--- src/rtl/pwm_multi_dimmer.sv ---
// Multi-channel PWM dimmer: shared prescaler and counter, per-channel double-buffered duty.
// Optional macro PWM_FADE_EN ramps each active duty one count per period toward its loaded target.
module pwm_multi_dimmer #(
  parameter int CHANNELS   = 4,
  parameter int RES        = 8,
  parameter int PRESCALE_W = 16
) (
  input  logic                    clk,
  input  logic                    rst,
  input  logic [CHANNELS*RES-1:0] duty,
  input  logic                    load,
  input  logic [PRESCALE_W-1:0]   prescale,
  output logic [CHANNELS-1:0]     out,
  output logic                    period_tick
);

  localparam logic [RES-1:0]        CNT_ONE  = {{(RES-1){1'b0}}, 1'b1};
  localparam logic [RES-1:0]        CNT_MAX  = {RES{1'b1}};
  localparam logic [RES-1:0]        CNT_ZERO = {RES{1'b0}};
  localparam logic [PRESCALE_W-1:0] PRE_ONE  = {{(PRESCALE_W-1){1'b0}}, 1'b1};
  localparam logic [PRESCALE_W-1:0] PRE_ZERO = {PRESCALE_W{1'b0}};

  logic [CHANNELS-1:0][RES-1:0] duty_s;
  logic [PRESCALE_W-1:0]        pre_cnt_r;
  logic [PRESCALE_W-1:0]        pre_cnt_nxt_s;
  logic [RES-1:0]               pwm_cnt_r;
  logic [RES-1:0]               pwm_cnt_nxt_s;
  logic [CHANNELS-1:0][RES-1:0] act_r;
  logic [CHANNELS-1:0][RES-1:0] act_nxt_s;
  logic [CHANNELS-1:0][RES-1:0] shadow_r;
  logic [CHANNELS-1:0]          out_r;
  logic [CHANNELS-1:0]          out_nxt_s;
  logic                         period_tick_r;
  logic                         step_s;
  logic                         wrap_s;
`ifndef PWM_FADE_EN
  logic                         pending_r;
  logic                         pending_nxt_s;
`endif

  assign duty_s      = duty;
  assign out         = out_r;
  assign period_tick = period_tick_r;

  // Prescaler and period counter; >= lets a shrinking prescale take effect immediately
  always_comb begin
    step_s = (pre_cnt_r >= prescale);
    wrap_s = step_s && (pwm_cnt_r == CNT_MAX);
    if (step_s) begin
      pre_cnt_nxt_s = PRE_ZERO;
      pwm_cnt_nxt_s = pwm_cnt_r + CNT_ONE;
    end else begin
      pre_cnt_nxt_s = pre_cnt_r + PRE_ONE;
      pwm_cnt_nxt_s = pwm_cnt_r;
    end
  end

  // Active duty only moves on the wrap edge, so a period is never cut short
  always_comb begin
    act_nxt_s = act_r;
    out_nxt_s = {CHANNELS{1'b0}};
    for (int i = 0; i < CHANNELS; i++) begin
      out_nxt_s[i] = (pwm_cnt_r < act_r[i]);
`ifdef PWM_FADE_EN
      if (!wrap_s) begin
        act_nxt_s[i] = act_r[i];
      end else if (act_r[i] < shadow_r[i]) begin
        act_nxt_s[i] = act_r[i] + CNT_ONE;
      end else if (act_r[i] > shadow_r[i]) begin
        act_nxt_s[i] = act_r[i] - CNT_ONE;
      end else begin
        act_nxt_s[i] = act_r[i];
      end
`else
      if (wrap_s && load) begin
        act_nxt_s[i] = duty_s[i];
      end else if (wrap_s && pending_r) begin
        act_nxt_s[i] = shadow_r[i];
      end else begin
        act_nxt_s[i] = act_r[i];
      end
`endif
    end
  end

`ifndef PWM_FADE_EN
  // A load coinciding with the wrap is consumed by the bypass, so the wrap always clears pending
  always_comb begin
    if (wrap_s) begin
      pending_nxt_s = 1'b0;
    end else if (load) begin
      pending_nxt_s = 1'b1;
    end else begin
      pending_nxt_s = pending_r;
    end
  end
`endif

  // State registers with synchronous reset
  always_ff @(posedge clk) begin
    if (rst) begin
      pre_cnt_r     <= PRE_ZERO;
      pwm_cnt_r     <= CNT_ZERO;
      act_r         <= {CHANNELS{CNT_ZERO}};
      shadow_r      <= {CHANNELS{CNT_ZERO}};
      out_r         <= {CHANNELS{1'b0}};
      period_tick_r <= 1'b0;
`ifndef PWM_FADE_EN
      pending_r     <= 1'b0;
`endif
    end else begin
      pre_cnt_r     <= pre_cnt_nxt_s;
      pwm_cnt_r     <= pwm_cnt_nxt_s;
      act_r         <= act_nxt_s;
      out_r         <= out_nxt_s;
      period_tick_r <= wrap_s;
      if (load) begin
        shadow_r <= duty_s;
      end
`ifndef PWM_FADE_EN
      pending_r     <= pending_nxt_s;
`endif
    end
  end

endmodule

--- config.mk ---
export PLATFORM = sky130hd
export DESIGN_NAME = pwm_multi_dimmer
export DESIGN_NICKNAME = d
export VERILOG_FILES = /design/src/rtl/pwm_multi_dimmer.sv
export SDC_FILE = /design/constraint.sdc
export NUM_CORES = 1
export LEC_CHECK = 0
export ABC_AREA = 1
export BUFFER_PORTS_ARGS = -buffer_cell sky130_fd_sc_hd__buf_2
export CAP_MARGIN = 20
export CORE_UTILIZATION = 40
export CTS_BUF_LIST = sky130_fd_sc_hd__clkbuf_4 sky130_fd_sc_hd__clkbuf_8
export CTS_CLUSTER_SIZE = 24
export DETAILED_ROUTE_END_ITERATION = 8
export PLACE_DENSITY = 0.57
export RECOVER_POWER = 50
export SETUP_SLACK_MARGIN = 0.1
export SLEW_MARGIN = 10
export SYNTH_ARGS = -nofsm -noshare
export SYNTH_HDL_FRONTEND = slang
export SYNTH_SLANG_ARGS = --single-unit
--- constraint.sdc ---
create_clock -name clk -period 2.42 [get_ports clk]
set_input_delay 0.726 -clock clk [delete_from_list [all_inputs] [get_ports clk]]
set_output_delay 0.726 -clock clk [all_outputs]
set_load 0.02 [all_outputs]
==> out/metrics.yaml, run 1 <==
sta:
  max_slew.worst_pin.slew_ns: 0.7437
  hold_viol_final: 0
  slew-limit-headroom_pct: 50.42
  clock-skew-final_ns: 0.01252
  slew_viol_final: 0
  grt_setup_unrepaired: "false"
  finalCriticalPeriod_ns: 2.187
  holdWs_ns: 0.4697
  setup_violations: 0
  fmaxAchievable_ghz: 0.4572
  setup_tns_ns: 0
  min_period_over_period_pct: 90.39
synthesis:
  ys_types: 27
  post_synth_fa_ha_maj_area_fraction_pct: 11.43
  mappedNetlistArea_sq_um: 5037
  synth_top_family_by_area: "simple AND/OR/NAND/NOR gates"
  yosys_warnings: 0
  synth-xor-area-share_pct: 1.217
  post_synth_mux_area_share_pct: 0
  synth-compound-area-share_pct: 12.10
  synth.ff_latch_count: 94
  synth_simple_gate_area_share_pct: 24.27
  synthesized_netlist_cell_count: 732
  yosysSeqAreaShare_pct: 37.36
  synthesis.nets: 829
  syn_area_cell_sq_um: 6.882
floorplanning:
  floorplan.die.width_microns: 114.2
  die-area_sq_um: 13050
  top_level_ports: 56
  floorplan.rows: 40
  fp.coreArea_sq_um: 12160
  dieHeight_microns: 114.2
  floorplan.initialDensity_pct: 41.42
min_path:
  hold_path_cells: 1
  holdCritPathClass: "reg2reg"
layout:
  syn_to_final_growth_pct: 13.98
  postLayoutCoreUtil_pct: 47.21
  final_cell_count_no_fill: 962
  n_antenna_cell: 0
  layout-drive-gt1-share_pct: 10.33
  finalNetCount: 886
detailed_routing:
  drt-initial-drc-count: 171
  viasPerCell: 4.468
  ant_nets: 0
  drt_wl_total_microns: 10190
  avgRoutedWirePerCell_microns: 10.59
  total_via_count_in_the_routed_design: 4298
  drt_first_pass_iters: 4
  drc: 0
grt:
  grt_first_pass_wirelength_microns: 17450
  grt_remaining_overflow: 0
  grt_antenna_before_repair: 0
  track_usage_pct: 16.74
  grt_start_max_net_pins: 47
  grt_pass1_vias: 4063
worst_setup_path:
  critical_path_data_arrival_time_ns: 2.44
  worst-endpoint-required_ns: 2.67
  timing.setup.critical_path_class: "in2reg"
  worst-path-max-fanout: 40
  critical-path-slowest-cell: "ha_1"
  worst_path_largest_cell_delay_ns: 0.29
  timing.critical_path.mode_cell: "nand2_1"
  reg2reg_depth: 10
  critical_path.startpoint_type: "input pin"
  cp_cell_sequence: "buf_2, inv_1, ha_1, nand2_1, inv_1, nand2_2, nor2_1, nor2_1, nand2_1, nand2_1, nand2_1, nand4_4, buf_12, a21oi_1, nor2_1"
  end_kind: "flip-flop"
clock_network:
  clock_latency_ns: 0.36
  buffer_cell_driving_the_clock_tree_root: "clkbuf_8"
  clk_pin_slew_worst_paths_ns: 0.08
  post_cts_buffers: 0
  postCtsHoldBufs: 0
  resized_cells_post_cts: 0
  cts_inserted_buffers: 9
  max_clock_buf_depth: 2
  h-tree-depth: 3
  cts_tree: "done"
  cts_sinks: 94
flow_run:
  drv_cap: 0
power:
  power.static_leakage_uw: 0.003050
  powerDensity_nw_per_um2: 516.5
  pwr-share-clk_pct: 38.8
  internal_power_uw: 2298
  max-vdd-ir-drop_mv: 0.2144
  p_seq_share_pct: 53.6
  p_comb_share_pct: 7.6
  netSwitchingFraction_pct: 22.52
  p_switching_uw: 667.9
placed_design:
  number_of_port_buffers: 55
  gp_routability_congestion: 0.7375
  dp_cell_count: 946
  post-dp-hpwl_microns: 7241
outcome:
  outcome: "completed"
flip-flops by register name, indices dropped and copies added, names as in the netlist:
| register | cells |
|---|---|
| pre_cnt_r | 16 |
| act_r | 32 |
| pwm_cnt_r | 8 |
| period_tick | 1 |
| shadow_r | 32 |
| pending_r | 1 |
| out | 4 |
power groups by stage:
stage / clock, uW / combinational, uW / sequential [uW]
4_1_cts: 1200 / 230 / 1590
6_report: 1150 / 224 / 1590
3_5_place_dp: 0 / 228 / 1630
2_1_floorplan: 0 / 149 / 1620
3_3_place_gp: 0 / 220 / 1630
5_1_grt: 1250 / 264 / 1590
cell families after synthesis:
| kind of cell | count (synthesis) |
|---|---|
| DFF | 94 |
| AOI/OAI and AO/OA | 117 |
| and+or+nand+nor | 298 |
| xor gates and xnor gates | 7 |
| adders and majority gates | 46 |
| buffers and inverters | 170 |
synthesized netlist by cell type, drive strengths merged:
| cell | number | area share [%] |
|---|---|---|
| nand2 | 173 | 13 |
| inv | 145 | 11 |
| dfxtp | 94 | 37 |
| nor2 | 90 | 6.7 |
| a21oi | 64 | 6.4 |
| ha | 46 | 11 |
| o21ai | 43 | 4.3 |
| clkbuf | 15 | 1.1 |
| nor3 | 12 | 1.2 |
| buf | 10 | 1.7 |
| nand3 | 10 | 1.1 |
| nand4 | 7 | 1.2 |
| o21a | 5 | 0.75 |
| o211ai | 4 | 0.60 |
| xnor2 | 4 | 0.70 |
| nor3b | 3 | 0.45 |
| xor2 | 3 | 0.52 |
| a31oi | 1 | 0.12 |
| and3 | 1 | 0.12 |
| nor4 | 1 | 0.42 |
| or2 | 1 | 0.12 |
worst paths after layout:
check / slack, ns / from / endpoint
worst min-delay path: 0.47 / pre_cnt_r[0] / pre_cnt_r[0]
worst max-delay path: 0.23 / prescale[7] / act_r[15]
worst max register to register: 0.30 / pre_cnt_r[11] / act_r[15]
worst min register to register: 0.47 / pre_cnt_r[0] / pre_cnt_r[0]
per-stage QoR:
stage / worst slack, ns / total power (uW) / cell area, sq um
2_1_floorplan: 0.2342 / 1774 / 5037
3_3_place_gp: -0.01919 / 1847 / 5550
3_5_place_dp: -0.06418 / 1855 / 5550
4_1_cts: 0.3163 / 3021 / 5773
5_1_grt: 0.08489 / 3113 / 5742
6_report: 0.2326 / 2966 / 5742
routing by layer:
| metal | wire [microns] | GRT usage [%] |
|---|---|---|
| met1 | 4922 | 20.26 |
| met2 | 4904 | 30.14 |
| met3 | 225 | 2.065 |
| met4 | 136 | 6.494 |
| met5 | 0 | 0 |
worst max-delay path: cells and delay by family:
family	cells	cell delay, ns
buffers and inverters	4	0.41
and+or+nand+nor	9	0.83
AOI/OAI and AO/OA	1	0.19
adders and majority gates	1	0.29
cell usage in the layout, fill, tap and decap left out, types with 5 or more instances in the layout:
cell,n
nand2_1,172
clkbuf_8,10
o21a_1,5
ha_1,46
nor2_1,90
nand3_1,9
inv_1,144
nor3_1,12
dfxtp_1,94
buf_2,49
nand4_1,6
a21oi_1,64
clkbuf_1,11
buf_4,6
o21ai_0,43
final cells by class:
cell class / count / area, sq um
Clock inverter: 4 / 70.07
Clock buffer: 12 / 152.6
Inverter: 145 / 544.3
Fill cell: 1299 / 6420
Timing Repair Buffer: 71 / 416.7
Tap cell: 168 / 210.2
Sequential cell: 94 / 1882
Multi-Input combinational cell: 468 / 2466
(Power assumes the default switching activity.)
==> inputs of run 2 (changes only) <==
Settings changed: CORE_MARGIN set to 10.
==> out/metrics.yaml, run 2 (same netlist as run 1, synthesis figures left out) <==
sta:
  clock-skew-final_ns: 0.005238
  setup_violations: 0
  min_period_over_period_pct: 84.76
  hold_viol_final: 0
  fmaxAchievable_ghz: 0.4875
  setup_ws_ns: 0.3688
  slew_viol_final: 0
  finalCriticalPeriod_ns: 2.051
  max_slew.worst_pin.slew_ns: 0.7296
  grt_setup_unrepaired: "false"
  slew-limit-headroom_pct: 51.36
clock_network:
  cts_tree: "done"
  cts_inserted_buffers: 9
  buffer_cell_driving_the_clock_tree_root: "clkbuf_8"
  h-tree-depth: 3
  clock_latency_ns: 0.37
  cts_sinks: 94
  clk_pin_slew_worst_paths_ns: 0.09
  post_cts_buffers: 0
  max_clock_buf_depth: 2
worst_setup_path:
  cp_cell_sequence: "buf_2, inv_1, ha_1, a21oi_1, o21ai_0, a21oi_1, nand2_2, nand3_2, buf_12, nand2_1, a21oi_1, nor2_1"
  critical_path.reg2reg.startpoint: "pre_cnt_r[11]"
  critical-path-slowest-cell: "ha_1"
  timing.critical_path.mode_cell: "a21oi_1"
  worst-path-max-fanout: 26
  end_kind: "flip-flop"
  r2r-end: "act_r[23]"
  reg2reg_depth: 10
  critical_path_data_arrival_time_ns: 2.31
  worst_path_largest_cell_delay_ns: 0.32
  timing.setup.critical_path_class: "in2reg"
  worst-endpoint-required_ns: 2.68
  timing.reg2reg.setup_slack_ns: 0.41
  critical_path.startpoint_type: "input pin"
  crit_buf_inv: 3
  worst_path_dominant_cell_family: "compound AO/OA/AOI/OAI gates"
outcome:
  outcome: "completed"
power:
  powerDensity_nw_per_um2: 491.2
  p_seq_share_pct: 56.7
  netSwitchingFraction_pct: 24.24
  power.static_leakage_uw: 0.003034
  pwr-share-clk_pct: 35.3
  internal_power_uw: 2126
  max-vdd-ir-drop_mv: 0.2313
  p_switching_uw: 680.0
  p_comb_share_pct: 8.0
layout:
  syn_to_final_growth_pct: 13.39
  finalNetCount: 889
  most_common_cell_after_layout_fill_and_taps_aside: "nand2_1"
  postLayoutCellArea_sq_um: 5712
  layout-drive-gt1-share_pct: 10.82
  largest_registers: "act_r x32, shadow_r x32, pre_cnt_r x16"
  n_antenna_cell: 0
  most-common-layout-cells: "nand2_1 (171), inv_1 (143), dfxtp_1 (94)"
  fillers: 1302
floorplanning:
  floorplan.die.width_microns: 132.2
  floorplan.rows: 40
  die-area_sq_um: 17480
  fp.coreArea_sq_um: 12160
  top_level_ports: 56
  floorplan.initialDensity_pct: 41.42
  dieHeight_microns: 132.2
detailed_routing:
  drt_first_pass_iters: 4
  drc: 0
  ant_nets: 0
  drt-initial-drc-count: 203
  drt_wl_total_microns: 10570
  avgRoutedWirePerCell_microns: 10.98
  total_via_count_in_the_routed_design: 4340
  viasPerCell: 4.507
grt:
  grt_start_max_net_pins: 46
  grt_remaining_overflow: 0
  grt_pass1_vias: 4132
  grt_antenna_before_repair: 0
  grt_first_pass_wirelength_microns: 18150
  track_usage_pct: 12.19
placed_design:
  number_of_port_buffers: 55
  placement.setup.worst_slack_ns: -0.02440
  post_place_cell_area_sq_um: 5560
  post-dp-hpwl_microns: 7676
  gp_routability_congestion: 0.7794
min_path:
  hold_end: "pre_cnt_r[0]"
  holdCritPathClass: "reg2reg"
  timing.hold.worst.start: "pre_cnt_r[0]"
  hold_path_cells: 1
flow_run:
  drv_cap: 0
[run 2: how the worst max path moves through the flow]
stage                 start      endpoint  cells after the start
3_5_place_dp   prescale[11]     act_r[23]                     12
4_1_cts        prescale[11]     act_r[23]                     12
6_report       prescale[11]     act_r[23]                     12
2_1_floorplan   prescale[7]      act_r[0]                     14
5_1_grt         prescale[3]  pwm_cnt_r[3]                     14
3_3_place_gp    prescale[5]     act_r[15]                     15
[run 2: what timing repair did]
action	4_1_cts	5_1_grt
setup endpoints to repair	0	1
resized for setup	0	1
hold endpoints to repair	0	0
hold buffers	0	0
[run 2: metal layers]
layer | routed length (microns) | track usage [%]
met1 | 4890 | 14.16
met2 | 5240 | 21.40
met3 | 291 | 2.668
met4 | 151 | 4.462
met5 | 0 | 0
[run 2: layout make-up]
type | count | area (sq um) | area share (%)
Sequential cell | 94 | 1882 | 32.95
Clock buffer | 13 | 172.7 | 3.023
Tap cell | 168 | 210.2 | 3.680
Inverter | 145 | 544.3 | 9.529
Timing Repair Buffer | 74 | 426.7 | 7.470
Clock inverter | 1 | 5.005 | 0.08762
Multi-Input combinational cell | 468 | 2471 | 43.26
[run 2: stage by stage]
stage                     utilization, %  instances  power (uW)  hold WS, ns   TNS (ns)
after global placement             45.72        949        1848       0.4462  -0.003204
after global routing               46.97        963        2950       0.5031          0
after CTS                          47.18        963        2851       0.4839          0
final                              46.97        963        2806       0.4697          0
after detailed placement           45.72        949        1857       0.4626   -0.04335
after floorplan                        -        732        1774       0.4296          0
[run 2: worst register-to-register path: stages, from the launching register on]
cell     delay [ns]
dfxtp_1        0.44
ha_1           0.30
a21oi_1        0.15
o21ai_0        0.11
a21oi_1        0.16
nand2_2        0.15
nand3_2        0.13
buf_12         0.17
nand2_1        0.07
a21oi_1        0.17
nor2_1         0.05
[run 2: power groups by stage]
stage	combinational [uW]	sequential, uW	clock [uW]
5_1_grt	265	1600	1090
4_1_cts	230	1590	1030
6_report	224	1590	991
2_1_floorplan	149	1620	0
3_3_place_gp	221	1630	0
3_5_place_dp	229	1630	0
